--- config.mk ---
export PLATFORM = sky130hd
export DESIGN_NAME = alsu_pipe_flat
export DESIGN_NICKNAME = d
export VERILOG_FILES = /design/src/rtl/alsu_pipe_if.sv /design/src/rtl/alsu_pipe.sv /design/src/flat_wrapper.sv
export SDC_FILE = /design/constraint.sdc
export NUM_CORES = 1
export LEC_CHECK = 0
export CAP_MARGIN = 30
export CORE_ASPECT_RATIO = 1.4
export CORE_UTILIZATION = 50
export DETAILED_ROUTE_END_ITERATION = 8
export PLACE_DENSITY = 0.79
export SYNTH_ARGS = -nofsm -noshare
export SYNTH_HDL_FRONTEND = slang
export SYNTH_SLANG_ARGS = --single-unit
--- constraint.sdc ---
create_clock -name clk -period 7.1 [get_ports clk]
set_input_delay 1.42 -clock clk [delete_from_list [all_inputs] [get_ports clk]]
set_output_delay 1.42 -clock clk [all_outputs]
set_load 0.05 [all_outputs]
--- src/rtl/alsu_pipe_if.sv ---
// Operand/control and result bundle for alsu_pipe.
// master drives operands and mode bits, slave returns the registered results.
interface alsu_pipe_if #(
    parameter int WIDTH = 3,
    parameter int CNT_W = 8
);
    logic                 in_valid;
    logic [WIDTH-1:0]     A;
    logic [WIDTH-1:0]     B;
    logic                 cin;
    logic                 serial_in;
    logic                 direction;
    logic                 red_op_A;
    logic                 red_op_B;
    logic                 bypass_A;
    logic                 bypass_B;
    logic [2:0]           opcode;
    logic [2*WIDTH-1:0]   out;
    logic                 out_valid;
    logic [15:0]          leds;
    logic                 ovf;
    logic [CNT_W-1:0]     err_cnt;

    modport master (
        output in_valid, A, B, cin, serial_in, direction,
        output red_op_A, red_op_B, bypass_A, bypass_B, opcode,
        input  out, out_valid, leds, ovf, err_cnt
    );

    modport slave (
        input  in_valid, A, B, cin, serial_in, direction,
        input  red_op_A, red_op_B, bypass_A, bypass_B, opcode,
        output out, out_valid, leds, ovf, err_cnt
    );
endinterface

--- src/rtl/alsu_pipe.sv ---
// Two-stage handshaked ALSU: stage 1 registers inputs, stage 2 computes.
// SHIFT/ROTATE/MAC feed back from the result register, so ops chain freely.
module alsu_pipe #(
    parameter int WIDTH      = 3,
    parameter     PRIORITY   = "A",
    parameter int FULL_ADDER = 1,
    parameter int CNT_W      = 8
) (
    input logic        clk,
    input logic        rst_n,
    alsu_pipe_if.slave bus
);
    localparam int OUT_W   = 2 * WIDTH;
    localparam bit PRI_B   = (PRIORITY == "B");
    localparam bit USE_CIN = (FULL_ADDER != 0);

    logic             v1;
    logic [WIDTH-1:0] a1;
    logic [WIDTH-1:0] b1;
    logic             cin1;
    logic             sin1;
    logic             dir1;
    logic             ra1;
    logic             rb1;
    logic             ba1;
    logic             bb1;
    logic [2:0]       op1;

    logic [OUT_W-1:0] out_q;
    logic             vld_q;
    logic [15:0]      leds_q;
    logic             ovf_q;
    logic [CNT_W-1:0] err_q;

    always_ff @(posedge clk or negedge rst_n) begin
        if (!rst_n) begin
            v1   <= 1'b0;
            a1   <= '0;
            b1   <= '0;
            cin1 <= 1'b0;
            sin1 <= 1'b0;
            dir1 <= 1'b0;
            ra1  <= 1'b0;
            rb1  <= 1'b0;
            ba1  <= 1'b0;
            bb1  <= 1'b0;
            op1  <= '0;
        end else begin
            v1   <= bus.in_valid;
            a1   <= bus.A;
            b1   <= bus.B;
            cin1 <= bus.cin;
            sin1 <= bus.serial_in;
            dir1 <= bus.direction;
            ra1  <= bus.red_op_A;
            rb1  <= bus.red_op_B;
            ba1  <= bus.bypass_A;
            bb1  <= bus.bypass_B;
            op1  <= bus.opcode;
        end
    end

    logic             is_byp;
    logic             is_inv;
    logic             is_red;
    logic             byp_b;
    logic             red_b;
    logic [WIDTH-1:0] red_src;
    logic [OUT_W-1:0] prod;
    logic [OUT_W-1:0] add_res;
    logic [OUT_W:0]   mac_sum;
    logic [OUT_W-1:0] out_d;
    logic             ovf_d;

    // Bypass wins over an otherwise invalid op, so invalid is masked here.
    assign is_byp  = ba1 | bb1;
    assign is_red  = ra1 | rb1;
    assign is_inv  = ~is_byp & ((op1 == 3'd7) | (is_red & (op1 > 3'd1)));
    assign byp_b   = bb1 & (~ba1 | PRI_B);
    assign red_b   = rb1 & (~ra1 | PRI_B);
    assign red_src = red_b ? b1 : a1;
    assign prod    = OUT_W'(a1) * OUT_W'(b1);
    assign add_res = OUT_W'(a1) + OUT_W'(b1) + OUT_W'(cin1 & USE_CIN);
    assign mac_sum = {1'b0, out_q} + {1'b0, prod};

    always_comb begin
        out_d = '0;
        ovf_d = 1'b0;
        unique case (1'b1)
            is_byp:  out_d = byp_b ? OUT_W'(b1) : OUT_W'(a1);
            is_inv:  out_d = '0;
            default: begin
                unique case (op1)
                    3'd0: out_d = is_red ? OUT_W'(|red_src) : OUT_W'(a1 | b1);
                    3'd1: out_d = is_red ? OUT_W'(^red_src) : OUT_W'(a1 ^ b1);
                    3'd2: out_d = add_res;
                    3'd3: out_d = prod;
                    3'd4: out_d = dir1 ? {out_q[OUT_W-2:0], sin1}
                                       : {sin1, out_q[OUT_W-1:1]};
                    3'd5: out_d = dir1 ? {out_q[OUT_W-2:0], out_q[OUT_W-1]}
                                       : {out_q[0], out_q[OUT_W-1:1]};
                    3'd6: begin
                        out_d = mac_sum[OUT_W-1:0];
                        ovf_d = mac_sum[OUT_W];
                    end
                    default: out_d = '0;
                endcase
            end
        endcase
    end

    always_ff @(posedge clk or negedge rst_n) begin
        if (!rst_n) begin
            out_q  <= '0;
            vld_q  <= 1'b0;
            leds_q <= '0;
            ovf_q  <= 1'b0;
            err_q  <= '0;
        end else begin
            vld_q <= v1;
            if (v1) begin
                out_q <= out_d;
                ovf_q <= ovf_d;
                if (is_inv) begin
                    leds_q <= ~leds_q;
                    if (err_q != '1)
                        err_q <= err_q + CNT_W'(1);
                end else begin
                    leds_q <= '0;
                end
            end
        end
    end

    assign bus.out       = out_q;
    assign bus.out_valid = vld_q;
    assign bus.leds      = leds_q;
    assign bus.ovf       = ovf_q;
    assign bus.err_cnt   = err_q;
endmodule

--- src/flat_wrapper.sv ---
// flat-port wrapper written by rule: the top's interface ports become plain ports
module alsu_pipe_flat 
#(
    parameter int WIDTH      = 3,
    parameter     PRIORITY   = " ",
    parameter int FULL_ADDER = 1,
    parameter int CNT_W      = 8
)
  (clk, rst_n, bus_in_valid, bus_A, bus_B, bus_cin, bus_serial_in, bus_direction, bus_red_op_A, bus_red_op_B, bus_bypass_A, bus_bypass_B, bus_opcode, bus_out, bus_out_valid, bus_leds, bus_ovf, bus_err_cnt);
  alsu_pipe_if #(.WIDTH(WIDTH), .CNT_W(CNT_W)) bus_i ();
  input logic clk;
  input logic rst_n;
  input wire logic [$bits(bus_i.in_valid)-1:0] bus_in_valid;
  input wire logic [$bits(bus_i.A)-1:0] bus_A;
  input wire logic [$bits(bus_i.B)-1:0] bus_B;
  input wire logic [$bits(bus_i.cin)-1:0] bus_cin;
  input wire logic [$bits(bus_i.serial_in)-1:0] bus_serial_in;
  input wire logic [$bits(bus_i.direction)-1:0] bus_direction;
  input wire logic [$bits(bus_i.red_op_A)-1:0] bus_red_op_A;
  input wire logic [$bits(bus_i.red_op_B)-1:0] bus_red_op_B;
  input wire logic [$bits(bus_i.bypass_A)-1:0] bus_bypass_A;
  input wire logic [$bits(bus_i.bypass_B)-1:0] bus_bypass_B;
  input wire logic [$bits(bus_i.opcode)-1:0] bus_opcode;
  output wire logic [$bits(bus_i.out)-1:0] bus_out;
  output wire logic [$bits(bus_i.out_valid)-1:0] bus_out_valid;
  output wire logic [$bits(bus_i.leds)-1:0] bus_leds;
  output wire logic [$bits(bus_i.ovf)-1:0] bus_ovf;
  output wire logic [$bits(bus_i.err_cnt)-1:0] bus_err_cnt;
  assign bus_i.in_valid = bus_in_valid;
  assign bus_i.A = bus_A;
  assign bus_i.B = bus_B;
  assign bus_i.cin = bus_cin;
  assign bus_i.serial_in = bus_serial_in;
  assign bus_i.direction = bus_direction;
  assign bus_i.red_op_A = bus_red_op_A;
  assign bus_i.red_op_B = bus_red_op_B;
  assign bus_i.bypass_A = bus_bypass_A;
  assign bus_i.bypass_B = bus_bypass_B;
  assign bus_i.opcode = bus_opcode;
  assign bus_out = bus_i.out;
  assign bus_out_valid = bus_i.out_valid;
  assign bus_leds = bus_i.leds;
  assign bus_ovf = bus_i.ovf;
  assign bus_err_cnt = bus_i.err_cnt;
  alsu_pipe #(.WIDTH(WIDTH), .PRIORITY(PRIORITY), .FULL_ADDER(FULL_ADDER), .CNT_W(CNT_W)) u_core (.clk(clk), .rst_n(rst_n), .bus(bus_i));
endmodule
==> summary.md <==
| Metric | Value |
|---|---|
| Starting Density | `between 50% and 60%` |
| Die height | `around 91 um` |
| Final WL | `between 6 and 7 mm` |
| CP startpoint kind | `register` |
| Sequential share of power | `43.7%` |
| Fillers | `approximately 440` |
| Cell count after synthesis | `267` |
| Hold crit path type | `reg2reg` |
| Core ar. | `0.00549 mm2` |
| Hold path startpoint | `u_core.bus.leds[14]` |
| Most common cell in the synthesized netlist | `dfrtp_1` |
| Total CTS buffers | `5` |
| Rows | `32` |
| Crit. Startpoint | `u_core.b1[1]` |
| Dpl hpwl | `around 5 mm` |
| Final ANT Viol Nets | `0` |
| P&R area growth vs syn | `22.6%` |
| Hold buffer count at CTS | `0` |
| Peak Freq | `314 MHz` |
| Drt first pass iters | `4` |
| Post-Synthesis Cell Area | `~0.0028 mm2` |
| Commonest cells post-synth | `dfrtp_1 (49), nor2_1 (24), ha_1 (23), mux2i_1 (23), a21oi_1 (14)` |
| Global placement routability congestion | `roughly 0.95` |
| Max VDD drop | `between 0.2 and 0.25 mV` |
| Net switching power | `277 uW` |
| Register bit count reported by yosys | `49` |
| Post-synthesis cell type count | `57` |
| RSZ-0062 raised after global routing | `no` |
| Initial antenna violation count | `0` |
| Pwr Density | `approximately 220 mW/mm2` |
| Switching share of power | `35.5%` |
| Max Slew Vio Count | `0` |
| Final hold slack | `between 400 and 500 ps` |
| CTS sink count | `49` |
| Setup Fix Bufs, Post-CTS | `0` |
| Status | `finished, final reports clean` |
| Nets | `about 360` |
| Top cells by area, synth | `dfrtp_1 (43%), ha_1 (10%), mux2i_1 (8.1%), nor2_1 (3.2%), xor2_1 (2.8%)` |
| Final WS setup | `3920 ps` |
| EDFF count, synth | `0` |
| Synth area leader | `dfrtp_1` |
| Max Cap Viol | `0` |
| Critical path required time | `approximately 7300 ps` |
| Post_cts resized | `0` |
| CP endpoint kind | `register` |
| Syn Nets | `312` |
| Arr. time, crit path | `between 3000 and 4000 ps` |
| Maximum clock path buffer count | `2` |
| Reg2reg start | `u_core.b1[1]` |
| Die area | `~0.006 mm2` |
| CTS tree | `built` |
| Internal cell power | `between 500 and 600 uW` |
| Seq/Total Area, Yosys | `a little over two fifths` |
| Clock skew | `slightly above 3 ps` |
| Sum Neg Setup Slack | `0 ps` |
| Mapped Avg Cell Area | `10.6 um2` |
| Root Driver | `clkbuf_8` |
| Clock power share | `approximately 26%` |
| Slew headroom | `between 50% and 60%` |
| Synth Flop Type | `dfrtp_1` |
| Tot Pwr | `between 700 and 800 uW` |
| Drt initial violations | `136` |
| Largest net degree at the start of global routing | `31` |
| Slew @ Worst Pin | `734 ps` |
| Port bufs | `50` |
| Period utilization | `44.8%` |
| Register area | `roughly 0.0012 mm2` |
| Layout cells sized above 1 | `~5.4%` |
| Crit Path Max Fanout | `6` |
| Via/cell ratio | `around 5.9` |
| Async SR Flop Fraction | `between 90% and 100%` |
| GRT Total Usage | `around a quarter` |
| Comb pwr share | `roughly 31%` |
| Final Hold Violating Endpoints | `0` |
| Die Span X | `approximately 66 um` |
| GRT overflow | `0` |
| Finish-stage setup viols | `0` |
| Final min period | `about 3200 ps` |
| Clk Latency, worst-skew pair | `300 ps` |
| H-tree levels | `2` |
| Clock slew at reported path FFs | `~90 ps` |
| Vias in the first global route | `approximately 2200` |
| # IOs | `51` |
| Crit path kind | `reg2reg` |
| Avg WL per Cell | `about 17 um` |
| Reg2reg path depth | `12` |
| YS warnings | `0` |
| Antenna Cells | `0` |
| Proportion of netlist area held by the largest area contributor | `between 40% and 50%` |
| Hold path depth | `1` |
| Multi-input gate area | `around 0.0015 mm2` |
| First-pass GRT wire length | `approximately 11 mm` |
| DRC violations left | `0` |
| Vias | `between 2000 and 2500` |
| Pre-CTS WS | `between 3000 and 4000 ps` |
| Static leakage power | `1.57 nW` |
## kinds of logic after synthesis
group / share of synthesized area, %
flip-flops: 43.2
AO/OA/AOI/OAI: 13.3
adder cells (fa/ha/maj): 12.3
multiplexers: 8.91
buffers and inverters: 4.19
XOR/XNOR: 4.32
AND/OR/NAND/NOR: 13.8
## power groups by stage
stage,Clock [mW],Combinational [mW],Sequential [mW]
finish,0.200,0.240,0.341
floorplan,0,0.0951,0.406
global route,0.215,0.257,0.345
global placement,0,0.234,0.344
CTS,0.206,0.240,0.340
detailed placement,0,0.239,0.345
## critical path, stage by stage (launching register included)
cell       delay, ps
dfrtp_1          460
ha_1             240
xnor2_1          160
ha_1             250
ha_1             230
fa_1             380
xor2_1           180
ha_1             350
and3b_1          190
o31ai_1          230
nand3_1          110
a311oi_1         220
o2bb2ai_1         80
## worst paths after layout
| kind | end | slack (ps) |
|---|---|---|
| max reg2reg | u_core.bus.out[5] | 3920 |
| min in group asynchronous | u_core.bus.leds[8] | 1050 |
| max in group asynchronous | u_core.bus.ovf | 5520 |
| min | u_core.bus.leds[14] | 470 |
| min reg2reg | u_core.bus.leds[14] | 470 |
| max | u_core.bus.out[5] | 3920 |
## placed cells by master, fill, tap and decap left out, types with 2 or more instances in the layout
master	synthesis	routed
a211oi_1	5	5
a21o_1	2	2
a21oi_1	14	14
a311oi_1	2	2
a31oi_1	3	3
and2b_1	2	2
and3_1	2	2
and3b_1	2	2
clkbuf_8	1	5
clkdlybuf4s50_1	0	49
dfrtp_1	49	49
fa_1	3	3
ha_1	23	23
inv_1	12	12
mux2_1	2	2
mux2i_1	23	23
nand2_1	12	12
nand2b_1	3	3
nand3_1	13	13
nand4_1	4	4
nor2_1	24	24
nor2b_1	2	2
o21ai_0	7	7
o21ai_1	4	4
o2bb2ai_1	3	3
o31ai_1	2	2
xnor2_1	5	5
xor2_1	9	9
## area by class of cell
type / count / area share (%)
sequential: 49 / 35.3
tap: 68 / 2.45
timing repair buffer: 51 / 14.8
clock buffer: 6 / 2.09
multi-input combinational: 196 / 42.9
inverter: 13 / 1.40
clock inverter: 2 / 1.12
## state kept, by name (all words and copies together), names as in the netlist, 3 cells and up
signal and count:
u_core.bus.err_cnt 8, u_core.bus.leds 16, u_core.bus.out 6, u_core.a1 3, u_core.b1 3, u_core.op1 3
## through the flow
| stage | instances | cell area [um2] | utilization [%] |
|---|---|---|---|
| 6_report | 385 | 3480 | 63.4 |
| 5_1_grt | 385 | 3480 | 63.4 |
| 4_1_cts | 385 | 3480 | 63.4 |
| 3_5_place_dp | 377 | 3370 | 61.4 |
| 3_3_place_gp | 376 | 3350 | 61.0 |
| 2_1_floorplan | 267 | 2840 | - |
## metal layers
metal / GRT usage (%) / wire, um / vias up
li1: - / - / 1055
met2: 39.8 / 3430 / 95
met5: 0 / 0 / -
met3: 5.15 / 354 / 26
met4: 13.8 / 285 / 0
met1: 27.5 / 2570 / 1107
(Power assumes the default switching activity.)
